**src/rtl/estagio_busca_pkg.sv**
```systemverilog
// Shared constants and types for the instruction fetch stage.
// Imported by estagio_busca and busca_buffer.
package estagio_busca_pkg;

  localparam int AW = 12;
  localparam int IW = 16;

  localparam logic [3:0]    OPC_JUMP = 4'd11;
  localparam logic [IW-1:0] NOP      = 16'h0000;

  typedef enum logic [1:0] {
    S_IDLE,
    S_FETCH,
    S_DROP
  } state_t;

  function automatic logic [AW-1:0] pc_inc(
    input logic [AW-1:0] cur
  );
    return cur + 12'd1;
  endfunction

endpackage

```
**src/rtl/busca_buffer.sv**
```systemverilog
// One-entry skid buffer holding a fetched word and its address
// while the control stage is stalled.
module busca_buffer
  import estagio_busca_pkg::*;
(
  input  logic          clk,
  input  logic          rst,
  input  logic          store,
  input  logic          drain,
  input  logic          flush,
  input  logic [IW-1:0] word_in,
  input  logic [AW-1:0] addr_in,
  output logic          full,
  output logic [IW-1:0] word,
  output logic [AW-1:0] addr
);

  always_ff @(posedge clk) begin
    if (rst || flush) begin
      full <= 1'b0;
      word <= NOP;
      addr <= '0;
    end else if (store) begin
      full <= 1'b1;
      word <= word_in;
      addr <= addr_in;
    end else if (drain) begin
      full <= 1'b0;
    end
  end

endmodule

```
**src/rtl/estagio_busca.sv**
```systemverilog
// Instruction fetch stage: IDLE/FETCH/DROP FSM with one-entry buffer.
// Optional STATIC_JUMP_EN follows opcode-11 jumps at capture time.
module estagio_busca
  import estagio_busca_pkg::*;
#(
  parameter logic [AW-1:0] RESET_PC = 12'h000,
  parameter logic [IW-1:0] NOP_WORD = NOP
) (
  input  logic          clk,
  input  logic          rst,
  output logic          imem_req,
  output logic [AW-1:0] imem_addr,
  input  logic          imem_ready,
  input  logic [IW-1:0] imem_data,
  input  logic          stall,
  input  logic          redirect,
  input  logic [AW-1:0] redirect_pc,
  output logic [IW-1:0] inst,
  output logic [AW-1:0] pc,
  output logic          inst_valid
);

  state_t        state;
  logic [AW-1:0] fetch_pc;
  logic [AW-1:0] target;

  logic          buf_full;
  logic [IW-1:0] buf_word;
  logic [AW-1:0] buf_addr;

  logic          in_fetch;
  logic          take;
  logic          is_jump;
  logic [AW-1:0] seq_pc;
  logic          buf_store;
  logic          buf_drain;

  assign in_fetch = (state == S_FETCH);

  // DROP keeps the stale request alive so the memory can retire it
  assign imem_req  = (in_fetch && !buf_full)
                   || (state == S_DROP);
  assign imem_addr = fetch_pc;

  assign take = in_fetch && imem_req && imem_ready;

`ifdef STATIC_JUMP_EN
  assign is_jump = (imem_data[15:12] == OPC_JUMP);
`else
  assign is_jump = 1'b0;
`endif

  assign seq_pc = is_jump ? imem_data[AW-1:0]
                          : pc_inc(fetch_pc);

  assign buf_store = take && stall && !redirect;
  assign buf_drain = in_fetch && !redirect
                   && !stall && buf_full;

  busca_buffer u_buf (
    .clk     (clk),
    .rst     (rst),
    .store   (buf_store),
    .drain   (buf_drain),
    .flush   (redirect),
    .word_in (imem_data),
    .addr_in (fetch_pc),
    .full    (buf_full),
    .word    (buf_word),
    .addr    (buf_addr)
  );

  always_ff @(posedge clk) begin
    if (rst) begin
      state      <= S_IDLE;
      fetch_pc   <= RESET_PC;
      target     <= RESET_PC;
      inst       <= NOP_WORD;
      pc         <= '0;
      inst_valid <= 1'b0;
    end else begin
      unique case (state)
        S_IDLE: begin
          state <= S_FETCH;
        end
        S_FETCH: begin
          if (redirect) begin
            inst       <= NOP_WORD;
            inst_valid <= 1'b0;
            if (imem_req && !imem_ready) begin
              state  <= S_DROP;
              target <= redirect_pc;
            end else begin
              fetch_pc <= redirect_pc;
            end
          end else begin
            if (take) fetch_pc <= seq_pc;
            if (!stall) begin
              if (buf_full) begin
                inst       <= buf_word;
                pc         <= buf_addr;
                inst_valid <= 1'b1;
              end else if (take) begin
                inst       <= imem_data;
                pc         <= fetch_pc;
                inst_valid <= 1'b1;
              end else begin
                inst       <= NOP_WORD;
                inst_valid <= 1'b0;
              end
            end
          end
        end
        S_DROP: begin
          inst       <= NOP_WORD;
          inst_valid <= 1'b0;
          if (redirect) target <= redirect_pc;
          // the newest target wins even on the retiring cycle
          if (imem_ready) begin
            state    <= S_FETCH;
            fetch_pc <= redirect ? redirect_pc : target;
          end
        end
        default: state <= S_IDLE;
      endcase
    end
  end

endmodule
```
**config.mk**
```make
export PLATFORM = sky130hd
export DESIGN_NAME = estagio_busca
export DESIGN_NICKNAME = d
export VERILOG_FILES = /design/src/rtl/estagio_busca_pkg.sv /design/src/rtl/busca_buffer.sv /design/src/rtl/estagio_busca.sv
export SDC_FILE = /design/constraint.sdc
export NUM_CORES = 1
export LEC_CHECK = 0
export BUFFER_PORTS_ARGS = -buffer_cell sky130_fd_sc_hd__buf_2
export CAP_MARGIN = 10
export CORE_ASPECT_RATIO = 0.7
export CORE_MARGIN = 2
export CORE_UTILIZATION = 55
export CTS_BUF_LIST = sky130_fd_sc_hd__clkbuf_4 sky130_fd_sc_hd__clkbuf_8 sky130_fd_sc_hd__clkbuf_16
export DETAILED_ROUTE_END_ITERATION = 6
export GPL_TIMING_DRIVEN = 0
export HOLD_SLACK_MARGIN = 0.15
export PLACE_DENSITY = 0.81
export RECOVER_POWER = 50
export SLEW_MARGIN = 20
export SYNTH_ARGS = -nofsm -noshare
export SYNTH_HDL_FRONTEND = slang
export SYNTH_SLANG_ARGS = --single-unit
```
**constraint.sdc**
```tcl
create_clock -name clk -period 2.3 [get_ports clk]
set_input_delay 0.345 -clock clk [delete_from_list [all_inputs] [get_ports clk]]
set_output_delay 0.345 -clock clk [all_outputs]
set_load 0.1 [all_outputs]
```
==> metrics.yaml <==
post_cts_buffers: 0
synth_ff_type: "dfxtp_1"
yosysSeqAreaShare_pct: 43.8
grt_max_degree: 16
netlist_top_cells_count: "84 x dfxtp_1, 74 x nand2_1, 51 x nor2_1"
setup_viol: 0
switchingPower_mw: 2.15
root_buffer: "clkbuf_8"
synth_cell_types: 45
clkLatencyLatePin_ps: 360
timing.rr.start: "state[0]$_SDFFE_PP0P_"
place_inst: 615
cts_tree: "built"
async_flop_share_pct: 0
gr-total-overflow: 0
area_delta_synth_final_pct: 16.8
worstPathArrival_ps: 1860
endpoint_kind: "primary output"
fmax_mhz: 454
synth_fa_ha_area_share_pct: 1.63
fin_crit_sh_pct: 95.7
fin_skew_ps: 8.05
numPortBuffers: 74
crit_type: "reg2out"
finalNetCount: 570
r2r_cells: 7
synth_top_family_by_area: "simple AND/OR/NAND/NOR gates"
drtIter0Drc: 245
grt_first_pass_wirelength_um: 15200
synth_seq_cells: 84
worstPathRequired_ps: 1960
grt_usage_pct: 25.2
synth_edf_count: 0
crit_end: "imem_req"
synth_nets: 485
synthSimpleGateAreaFrac_pct: 18.2
status: "complete, no violations"
start_util_pct: 56.8
rsz0062_at_grt: "no"
finalWeightedCongestion: 0.816
fp.dieW_um: 104
cp-start-kind: "flip-flop"
antenna_found_initial: 0
synth_xor_area_share_pct: 0.457
fin_area_um2: 4480
dp_hpwl_um: 7000
power_frac_seq_pct: 36.9
ctsHoldBuffers: 0
cts.path.max_buffers: 2
cell_internal_pwr_mw: 2.72
n_antenna_cell: 0
cts.sinks: 84
synth-compound-area-share_pct: 17.9
yosysTopAreaCellShare_pct: 43.8
leakage_nw: 1.63
vias_per_cell: 5.56
firstDrtPassIters: 5
ir_drop_uv: 622
relSlewSlack_pct: 18.5
maxCapViolations: 0
numCtsBuffers: 9
syn-instance-count: 447
tightest_slew_ps: 1230
yosysTopAreaCell: "dfxtp_1"
yosysWarnings: 0
drive_above_1_share_pct: 19.9
syn_area_um2: 3840
first_global_vias: 3114
pwr-share-clk_pct: 22.1
cp_max_fo: 10
synthTopCellsByArea: "dfxtp_1 44%, mux2i_1 7.3%, nand2_1 7.2%, a21oi_1 5.7%, nor2_1 5.0%"
num_rows: 25
post-synth-top-count-cell: "dfxtp_1"
die_area_um2: 7670
drtAntennaViolNets: 0
vias: 3509
slew_violations: 0
fin_tns_setup_ps: 0
muxShareOfSynthArea_pct: 12.0
rr_endpoint: "u_buf.word[2]$_SDFFE_PP0P_"
instances_no_fill: 631
place_area_um2: 4330
combPwrFrac_pct: 41.0
hold_violations: 0
wl_per_cell_um: 15.2
hold_path_class: "in2reg"
swShare_pct: 44.2
route.detailed.drc: 0
core-area_um2: 6760
period_needed_ps: 2200
syn_avg_cell_area_um2: 8.58
cts_resized: 0
htreeDepth: 3
ff2ff_setup_slack_ps: 220
power_density_nw_per_um2: 1090
clk_pin_slew_ps: 90
ios: 75
wirelength_um: 9580
dieHeight_um: 73.9
worstSetupStartpoint: "state[0]$_SDFFE_PP0P_"
[registers in the layout (all words and copies together) (netlist names)]
name        cells
inst           16
u_buf.word     16
imem_addr      12
pc             12
target         12
u_buf.addr     12
state           2
inst_valid      1
u_buf.full      1
[cells by family after synthesis]
kind of cell / count (synthesis)
fa+ha+maj: 5
mux: 44
simple gates: 158
xor+xnor: 2
compound gates: 108
buf+inv: 46
flops: 84
[worst min-delay path by stage]
stage / start / end / slack [ps] / cells past startpoint
floorplan: u_buf.word[0]$_SDFFE_PP0P_ / u_buf.word[0]$_SDFFE_PP0P_ / 430 / 2
global route: imem_data[4] / u_buf.word[4]$_SDFFE_PP0P_ / 230 / 3
finish: imem_data[3] / u_buf.word[3]$_SDFFE_PP0P_ / 230 / 3
global placement: u_buf.word[7]$_SDFFE_PP0P_ / u_buf.word[7]$_SDFFE_PP0P_ / 440 / 2
CTS: imem_data[4] / u_buf.word[4]$_SDFFE_PP0P_ / 210 / 3
detailed placement: u_buf.addr[7]$_SDFFE_PP0P_ / u_buf.addr[7]$_SDFFE_PP0P_ / 450 / 2
[placed cells by master (no fill, tap or decap), types with 16 or more instances in the layout]
master,instances
a21oi_1,44
clkbuf_1,41
dfxtp_1,84
buf_2,49
mux2_2,16
nand2_1,74
nor2_1,52
a22oi_1,16
mux2i_1,28
[metrics by stage]
stage | setup slack (ps) | power (mW) | utilization [%] | hold WS [ps]
floorplan | 58.3 | 3.43 | - | 433
global placement | 363 | 3.77 | 64.1 | 438
detailed placement | 283 | 3.83 | 64.1 | 446
CTS | 83.2 | 4.89 | 67.1 | 215
global route | 5.81 | 5.10 | 66.3 | 227
finish | 99.5 | 4.87 | 66.3 | 226
[cell type report]
type | count | area, um2
multi-input combinational | 317 | 1920
inverter | 12 | 45.0
timing repair buffer | 74 | 332
tap | 94 | 118
fill | 587 | 2280
clock buffer | 10 | 131
buffer | 34 | 181
sequential | 84 | 1680
clock inverter | 6 | 70.1
[routing by layer]
layer	global-route usage (%)	wire length, um
met1	35.1	4550
met4	6.76	128
met3	7.19	712
met2	38.7	4190
met5	0	0
[power groups by stage]
stage	registers, mW	logic, mW	clock network, mW
detailed placement	1.82	2.01	0
floorplan	2.35	1.08	0
CTS	1.79	2.01	1.09
global placement	1.81	1.97	0
finish	1.80	2.00	1.08
global route	1.82	2.14	1.14
[critical path, stage by stage (launching register included)]
cell and delay, ps:
dfxtp_1 340, inv_1 100, ha_1 230, buf_4 220, inv_2 90, o21ai_4 70, buf_2 450
(Power assumes the default switching activity.)
